--- src/rtl/read_port_responder.sv ---
// Read-port responder: turns a level-held, active-low read request into one
// Avalon-MM read, then holds the returned word until the requester lets go.
module read_port_responder #(
  parameter int ADDR_WIDTH = 25,
  parameter int DATA_WIDTH = 32,
  parameter int TIMEOUT    = 255
) (
  input  logic                  clock,
  input  logic                  reset,
  input  logic                  read_n,
  input  logic [ADDR_WIDTH-1:0] read_address,
  output logic [DATA_WIDTH-1:0] read_data,
  output logic                  data_ready_n,
  output logic                  timeout_error,
  output logic [ADDR_WIDTH-1:0] avm_address,
  output logic                  avm_read,
  output logic [3:0]            avm_byteenable,
  input  logic                  avm_waitrequest,
  input  logic [DATA_WIDTH-1:0] avm_readdata,
  input  logic                  avm_readdatavalid
);

  localparam int CNT_W = (TIMEOUT < 1) ? 1 : $clog2(TIMEOUT + 1);

  localparam logic [1:0] S_IDLE  = 2'd0;
  localparam logic [1:0] S_ISSUE = 2'd1;
  localparam logic [1:0] S_WAIT  = 2'd2;
  localparam logic [1:0] S_HOLD  = 2'd3;

  logic [1:0]            state_q, state_d;
  logic [ADDR_WIDTH-1:0] req_addr_q, req_addr_d;
  logic [DATA_WIDTH-1:0] read_data_q, read_data_d;
  logic                  timeout_error_q, timeout_error_d;
  logic [CNT_W-1:0]      cnt_q, cnt_d;
  logic                  avm_read_q, avm_read_d;
  logic [ADDR_WIDTH-1:0] avm_address_q, avm_address_d;

  logic [ADDR_WIDTH-1:0] masked_addr;
  logic                  addr_match;

  assign masked_addr = {read_address[ADDR_WIDTH-1:2], 2'b00};
  assign addr_match  = (masked_addr == req_addr_q);

  always_comb begin
    state_d         = state_q;
    req_addr_d      = req_addr_q;
    read_data_d     = read_data_q;
    timeout_error_d = timeout_error_q;
    cnt_d           = cnt_q;
    case (state_q)
      S_IDLE: begin
        if (!read_n) begin
          req_addr_d = masked_addr;
          state_d    = S_ISSUE;
        end else begin
          state_d = S_IDLE;
        end
      end
      // Once accepted, the read is in flight; a later address change is
      // resolved when its data comes back.
      S_ISSUE: begin
        if (!avm_waitrequest) begin
          state_d = S_WAIT;
          cnt_d   = '0;
        end else if (!read_n && !addr_match) begin
          req_addr_d = masked_addr;
        end else begin
          state_d = S_ISSUE;
        end
      end
      S_WAIT: begin
        cnt_d = cnt_q + CNT_W'(1);
        if (avm_readdatavalid) begin
          if (read_n) begin
            state_d = S_IDLE;
          end else if (addr_match) begin
            read_data_d = avm_readdata;
            state_d     = S_HOLD;
          end else begin
            req_addr_d = masked_addr;
            state_d    = S_ISSUE;
          end
        end else if (cnt_q == CNT_W'(TIMEOUT)) begin
          read_data_d     = DATA_WIDTH'(32'hDEADBEEF);
          timeout_error_d = 1'b1;
          state_d         = S_HOLD;
        end else begin
          state_d = S_WAIT;
        end
      end
      S_HOLD: begin
        if (read_n) begin
          state_d = S_IDLE;
        end else if (!addr_match) begin
          req_addr_d = masked_addr;
          state_d    = S_ISSUE;
        end else begin
          state_d = S_HOLD;
        end
      end
      default: begin
        state_d = S_IDLE;
      end
    endcase
  end

  // Avalon outputs are registered from the next state so they are glitch-free.
  always_comb begin
    avm_read_d    = (state_d == S_ISSUE);
    avm_address_d = req_addr_d;
  end

  always_ff @(posedge clock) begin
    if (reset) begin
      state_q         <= S_IDLE;
      req_addr_q      <= '0;
      read_data_q     <= '0;
      timeout_error_q <= 1'b0;
      cnt_q           <= '0;
      avm_read_q      <= 1'b0;
      avm_address_q   <= '0;
    end else begin
      state_q         <= state_d;
      req_addr_q      <= req_addr_d;
      read_data_q     <= read_data_d;
      timeout_error_q <= timeout_error_d;
      cnt_q           <= cnt_d;
      avm_read_q      <= avm_read_d;
      avm_address_q   <= avm_address_d;
    end
  end

  // Ready must drop in the same cycle the requester releases or moves away.
  assign data_ready_n   = ~(~reset & (state_q == S_HOLD) & ~read_n & addr_match);
  assign read_data      = read_data_q;
  assign timeout_error  = timeout_error_q;
  assign avm_read       = avm_read_q;
  assign avm_address    = avm_address_q;
  assign avm_byteenable = 4'hF;

endmodule

--- config.mk ---
export PLATFORM = sky130hd
export DESIGN_NAME = read_port_responder
export DESIGN_NICKNAME = d
export VERILOG_FILES = /design/src/rtl/read_port_responder.sv
export SDC_FILE = /design/constraint.sdc
export NUM_CORES = 1
export LEC_CHECK = 0
export CORE_MARGIN = 2
export CORE_UTILIZATION = 60
export DETAILED_ROUTE_END_ITERATION = 8
export DONT_BUFFER_PORTS = 1
export HOLD_SLACK_MARGIN = 0.03
export MAX_ROUTING_LAYER = met4
export PLACE_DENSITY = 0.76
export SLEW_MARGIN = 40
export SYNTH_ARGS = -nofsm -noshare
export SYNTH_HDL_FRONTEND = slang
export SYNTH_SLANG_ARGS = --single-unit
--- constraint.sdc ---
create_clock -name clock -period 4.95 [get_ports clock]
set_clock_uncertainty 0.05 [all_clocks]
set_input_delay 0.495 -clock clock [delete_from_list [all_inputs] [get_ports clock]]
set_output_delay 0.495 -clock clock [all_outputs]
set_load 0.01 [all_outputs]
# Word-level counts from Yosys, hierarchy flattened
# Cells that the tools add are included.
word_totals:
  out_inout_bits: 64
  elab_cells: 58
  inputBits: 62
  ff_bits: 69
op_classes:
  reduce_logical: 10
  n_bitwise: 7
  eq_ne: 13
  n_addsub: 1
  muxes: 21
op_table:
  columns: ["op", "n"]
  rows:
  - ["$mux 25", 6]
  - ["$mux 32", 4]
  - ["$pmux 25 s4", 1]
  - ["$eq 25x25->1", 1]
  - ["$pmux 8 s2", 1]
  - ["$ne 2x2->1 const B", 6]
  - ["$mux 2", 5]
  - ["$add 8x1->8 const B", 1]
  - ["$eq 8x8->1 const B", 1]
  - ["$mux 8", 1]
  - ["$pmux 2 s4", 1]
  - ["$reduce_and 4->1", 2]
  - ["$eq 2x1->1 const B", 2]
  - ["$eq 2x2->1 const B", 2]
  - ["$not 1->1", 4]
  - ["$reduce_bool 2->1", 2]
  - ["$and 1x1->1", 3]
  - ["$reduce_and 3->1", 1]
  - ["$logic_not 1->1", 2]
  - ["$logic_not 2->1", 1]
  - ["$mux 1", 2]
  - ["$ne 2x1->1 const B", 1]
  - ["$reduce_and 2->1", 1]
  - ["$logic_and 1x1->1", 1]

# Longest topological paths before layout
depth:
  ltp_word: 7
  depth_mapped: 7

# Worst setup path before layout
# Ideal clock, no wire load.
synth_timing:
  path_kind: "in2reg"
  from: "input read_address[15]"
  to: "register read_data_q[10], in the netlist read_data[10]"
  path_slack_ns: 2.988
  arrival_time_ns: 1.793
  cell_stages: 6
  n_path_buf: 1
  required_time_ns: 4.781
  setup_time_ns: 0.119
  cell_sequence: "xnor2_1 nand4_1 nor4_4 nand4_1 buf_2 o221a_2"
synth_via:
  elab_chain_len: 3
synth_lines:
  columns: ["element", "line_no", "source"]
  rows:
  - ["start: declaration", "11", "input logic [ADDR_WIDTH-1:0] read_address,"]
  - ["$eq 25x25->1", "42", "assign addr_match = (masked_addr == req_addr_q);"]
  - ["$ne 2x1->1 (no source line)", null, null]
  - ["$reduce_and 4->1 (no source line)", null, null]
  - ["end signal: assignment", "125", "read_data_q <= read_data_d;"]
  - ["end: declaration", "32", "logic [DATA_WIDTH-1:0] read_data_q, read_data_d;"]
# No other way between the ends.
# A chain may end at the register's enable or synchronous reset.

==> PnR_summary.wiki <==
{| class="wikitable"
! Metric !! Value
|-
| Inst Count DP || 355
|-
| Synthesized area per cell || 9.62 µm²
|-
| Standard cell with the maximum stage delay on the critical path || sky130_fd_sc_hd__nor4_4
|-
| Worst Setup End Kind || primary output
|-
| Count of filler cells inserted in the layout || 407
|-
| Layout cell share with drive strength beyond 1 || 14.5%
|-
| Number of buffers inserted for hold repair after clock tree synthesis || 0
|-
| Relative area change from synthesis to final layout || 5.21%
|-
| Clock-pin slew reported for the worst setup and hold paths after clock tree synthesis || 0.07 ns
|-
| Setup repair after global routing missed its margin || no
|-
| Core region area || 4720 µm²
|-
| Number of library cell types mapped by synthesis || 40
|-
| Top cell type by total area after synthesis || sky130_fd_sc_hd__dfxtp_1
|-
| Area share of the largest cell type after synthesis || 45.4%
|-
| Wire length reported by the detailed router || 5700 µm
|-
| Setup CP Type || flop to primary output
|-
| Iteration-0 DRC Markers || 116
|-
| Die Outline Area || 5500 µm²
|-
| H-tree depth || 3
|-
| Initial standard-cell utilization of the core || 62.5%
|-
| Pin slew with the least headroom to its limit || 0.701 ns
|-
| Cell area after synthesis || 2950 µm²
|-
| Number of cells produced by synthesis || 307
|-
| Worst relative slew slack || 53.3%
|-
| Cell types occupying the most area after synthesis || sky130_fd_sc_hd__dfxtp_1 (45%), sky130_fd_sc_hd__mux2i_1 (8.1%), sky130_fd_sc_hd__nand2_1 (7.6%), sky130_fd_sc_hd__o221a_2 (6.9%), sky130_fd_sc_hd__xnor2_1 (5.9%)
|-
| Horizontal extent of the die || 74.2 µm
|-
| Remaining number of nets flagged by the antenna check after routing || 0
|-
| Total negative slack for setup checks || 0 ns
|-
| First-pass DRT Iterations || 4
|-
| Max-capacitance violation count || 0
|-
| LEAKAGE || 1.14 nW
|-
| Setup Viol. Count Final || 0
|-
| Data arrival time of the critical path || 1.91 ns
|-
| Data required time of the critical path || 4.41 ns
|-
| Pin count of the biggest net entering global routing || 80
|-
| Most Frequent Cell on Critical Path || sky130_fd_sc_hd__nand4_1
|-
| Setup Slack @ Placement || 2.54 ns
|-
| Placer's final routability congestion estimate || 0.815
|-
| Power per standard cell area || 334 nW/µm²
|-
| Setup ws final || 2.50 ns
|-
| Largest driver fanout on the critical path || 5
|-
| Top achievable clock speed || 0.408 GHz
|-
| Antenna diodes || 0
|-
| Flop2flop setup slack || 2.60 ns
|-
| Tmin final || 2.45 ns
|-
| Drt drc || 0
|-
| Kind of cell with the highest combined delay on the critical path || simple AND/OR/NAND/NOR gates
|-
| Crit-path max cell delay || 0.52 ns
|-
| Number of slew-limit violations in the final report || 0
|-
| Detailed placement HPWL || 4020 µm
|-
| Number of core rows || 25
|-
| Longest Clk Path Bufs || 2
|-
| Number of buffers inserted to repair setup after CTS || 0
|-
| Mean number of vias per cell || 5.78
|-
| Number of cells in the finished layout apart from fillers || 371
|-
| Clock tree from TritonCTS || yes
|-
| Cell chosen for the clock root || sky130_fd_sc_hd__clkbuf_8
|-
| Insertion delay of the later-clocked pin in the worst-skew pair || 0.33 ns
|-
| Synthesis warning total || 0
|-
| Quantity of I/O buffers inserted on ports || 0
|-
| Via count of the first global-routing pass || 2019
|-
| Die outline height || 74.2 µm
|-
| Kind of start point of the critical path || flop
|-
| Number of top-level pins || 126
|-
| Inserted Clock Buffers || 9
|-
| Number of instances resized during post-cts repair || 0
|-
| Number of nets in the layout || 362
|-
| Synthesis-stage register bit count || 67
|-
| First-pass GRT wire length || 9020 µm
|-
| Number of buffers and inverters on the critical path || 0
|-
| Period utilisation layout || 49.5%
|-
| Worst min-delay path category || input port to flop
|-
| Final core area utilization || 65.8%
|-
| Number of antenna violations at the first check in global routing || 0
|-
| Count of final hold-check violations || 0
|-
| Run status || finished, final reports clean
|-
| Proportion of synthesized chip area in sequential cells || 45.4%
|-
| Number of sinks handled by clock tree synthesis || 67
|-
| Critical Path, Cell by Cell || xnor2_1 -> nand4_1 -> nor4_4 -> nand4_1
|-
| Worst voltage drop across the vdd grid || 0.204 mV
|-
| Routed wirelength normalized by instance count || 15.4 µm
|-
| Remaining global-route overflow || 0
|-
| All-layer global routing usage || 21.9%
|-
| Total via count after detailed routing || 2144
|}
-- flip-flops by register name (all words and copies together) (netlist names) --
name           cells
avm_address       23
timeout_error      1
read_data         32
cnt_q              8
avm_read           1
state_q            2
-- synth_stat cells, drive strengths merged --
cell type / instances
nand4b: 1
o21ai: 3
and3: 1
nand2b: 3
o32ai: 8
a21o: 1
nor2: 12
a21oi: 5
nor2b: 4
a211oi: 1
ha: 1
xnor2: 20
nor4: 3
clkbuf: 10
nor3b: 1
nand2: 60
a31o: 1
nand4: 9
or3: 1
and2: 2
or3b: 1
conb: 2
buf: 15
xor2: 3
o221a: 24
o22ai: 1
o21a: 1
mux2i: 24
mux2: 3
or2: 1
nor3: 1
inv: 11
dfxtp: 67
nand3: 4
a31oi: 2
-- worst paths after layout --
check / start / endpoint / cells after the start
setup / recovery: avm_address[17] / data_ready_n / 4
hold / removal: reset / cnt_q[6] / 1
setup reg to reg: avm_address[17] / read_data[12] / 5
hold reg to reg: cnt_q[1] / cnt_q[1] / 2
-- cells in the final DEF, fill, tap and decap left out, drive strengths merged, types with 2 or more instances in the layout --
master    instances
dfxtp            67
nand2            60
mux2i            24
o221a            24
xnor2            20
nor2             12
inv              11
clkbuf           11
nand4             9
o32ai             8
conb              6
a21oi             5
nor2b             4
nand3             4
xor2              3
nand2b            3
o21ai             3
mux2              3
clkinv            3
nor4              3
and2              2
clkinvlp          2
a31oi             2
buf               2
-- report_power, final --
group | total, mW | switching (mW) | internal (mW)
logic | 0.0821 | 0.0429 | 0.0392
clock network | 0.375 | 0.196 | 0.179
registers | 0.581 | 0.0255 | 0.555
total | 1.04 | 0.265 | 0.774
-- cells by family after synthesis --
group	share of synthesized area, %
other	0.254
buffers and inverters	6.14
flip-flops	45.4
AO/OA/AOI/OAI	14.8
AND/OR/NAND/NOR	16.9
XOR/XNOR	6.82
adder cells (fa/ha/maj)	0.424
multiplexers	9.28
-- per-layer routing --
layer  global-route usage [%]  vias up  share of wire [%]
met4                     10.9        0                2.0
met3                     8.27       12                 11
met1                     24.7      978                 42
met2                     34.0       98                 45
met5                        -        -                  0
li1                         -     1056                  -
-- area by class of cell --
class | count | area (µm²) | area share, %
repair buffers | 2 | 22.5 | 0.725
multi-input cells | 208 | 1450 | 46.8
flip-flops and latches | 67 | 1340 | 43.2
inverters | 11 | 43.8 | 1.41
clock buffers | 11 | 131 | 4.23
well taps | 67 | 83.8 | 2.70
clock inverters | 5 | 30.0 | 0.967
-- stage by stage --
stage / area [µm²] / hold WS [ns] / power (mW)
floorplan: 2970 / 0.415 / 0.666
global placement: 2930 / 0.422 / 0.672
detailed placement: 2950 / 0.430 / 0.676
CTS: 3110 / 0.169 / 1.05
global route: 3110 / 0.163 / 1.08
finish: 3110 / 0.185 / 1.04
Note: power is estimated with default switching activity, not from simulation.
==> edit, RTL diff (same settings) <==
Reset style: asynchronous (`reset`), changed in one clocked block.
--- a/src/rtl/read_port_responder.sv
+++ b/src/rtl/read_port_responder.sv
@@ -110,7 +110,7 @@
     avm_address_d = req_addr_d;
   end
 
-  always_ff @(posedge clock) begin
+  always_ff @(posedge clock or posedge reset) begin
     if (reset) begin
       state_q         <= S_IDLE;
       req_addr_q      <= '0;
Function: differs if reset is asserted again (counterexample within 4 cycles, from zero or initial values and one cycle with reset high); with reset held inactive, the same outputs for 4 cycles.
==> edit against the original RTL <==
Setup slack lost 0.24 ns. Sequential share of layout area grew 6.9 points. Non-clock buffer count grew 2. Maximum frequency shrank 8.8%. Routed wire length grew 0.39%. Largest cell class is now registers. Design area grew 7.8%. Cell count shrank 13%. Sequential cell count is the same. Synthesized area grew 5.4%.
Power is not compared: it rests on default switching activity, and its combinational part moved more than twofold at a synthesized area within 25%.
==> edit: results (changes against the original RTL) <==
Outcome
  – Outcome: finished, final reports clean (unchanged)

Logic synthesis
  – Syn Inst Count: 251 (was 307)
  – Largest cells by area after synthesis: dfrtp_1 (54%), mux2_2 (8.0%), o32a_2 (6.9%) (was dfxtp_1 (45%), mux2i_1 (8.1%), nand2_1 (7.6%))
  – Post-synthesis sequential area ratio: 53.86% (was 45.42%)
  – Async SR Flop Fraction: 100.0% (was 0%)

Placed design
  – HPWL after detailed placement: 3978 um (was 4017 um)
  – Routability congestion estimate: 0.7458 (was 0.8151)
  – Worst slack at placement: 2.239 ns (was 2.539 ns)
  – Placed cell areas: 3097 um^2 (was 2945 um^2)
  – Placed insts: 308 (was 355)

Critical path
  – WS Path Type: flop to flop (was flop to output port)
  – Reg2reg start: avm_address[18] (was avm_address[17])
  – Slowest cell on crit path: or4_2 (was nor4_4)
  – RR Endpoint: read_data[9] (was read_data[12])
  – CP peak stage delay: 1.04 ns (was 0.52 ns)
  – Crit-path max FO: 32 (was 5)

Global routing
  – Largest net degree at the start of global routing: 40 (was 80)
  – Overall Global Routing Usage: 21.66% (was 21.89%)
  – First-pass GRT wire length: 9384 um (was 9018 um)
  – Vias in the first global route: 1924 (was 2019)

Layout
  – Share of cells above drive strength 1: 27.56% (was 14.47%)
  – Non-filler instance count after layout: 324 (was 371)

Drt
  – First DRT Iteration DRCs: 113 (was 116)

Timing
  – Tcrit/Tclk final: 54.29% (was 49.53%)
  – Hold slack: 0.04634 ns (was 0.1850 ns)
edit: worst min-delay path by stage:
stage                      end      from
2_1_floorplan         cnt_q[7]  cnt_q[7]
3_3_place_gp          cnt_q[7]  cnt_q[7]
3_5_place_dp          cnt_q[7]  cnt_q[7]
4_1_cts         avm_address[3]     reset
5_1_grt         avm_address[2]     reset
6_report       avm_address[16]     reset
edit: stage by stage:
stage	utilization, %	total power (uW)
after floorplan	-	1008
after global placement	60.99	1054
after detailed placement	61.41	1066
after CTS	66.38	1624
after global routing	66.40	1698
final	66.40	1610
edit: cell families (layout without fill, tap and decap cells):
| logic type | count (synthesis) | after routing | synth area share, % |
|---|---|---|---|
| compound gates | 48 | 48 | 14.47 |
| other cells | 2 | 6 | 0.2412 |
| mux | 25 | 25 | 8.963 |
| flops | 67 | 67 | 53.86 |
| fa+ha+maj | 1 | 1 | 0.4019 |
| simple gates | 53 | 53 | 8.882 |
| xor+xnor | 24 | 24 | 6.753 |
| buf+inv | 31 | 30 | 6.431 |
edit: routing by layer:
metal | share of wire [%] | up-vias | wire length [um] | global-route usage, %
met5 | 0 | - | 0 | -
met4 | 1.7 | 0 | 100 | 10.00
met3 | 8.3 | 9 | 473 | 8.175
met2 | 47 | 86 | 2681 | 32.23
met1 | 43 | 970 | 2464 | 26.48
li1 | - | 885 | - | -
edit: area by class of cell:
type	count	area (um^2)
Clock buffer	10	137.6
Multi-Input combinational cell	157	1254
Tap cell	70	87.58
Fill cell	397	1694
Clock inverter	6	112.6
Inverter	10	37.54
Timing Repair Buffer	4	42.54
Sequential cell	67	1677
edit: worst reg2reg max path, stage by stage (launching register included):
cell and delay (ns):
dfrtp_1 0.43, xor2_1 0.18, nor4_1 0.32, nand2_1 0.24, or4_2 1.04, o32a_2 0.32
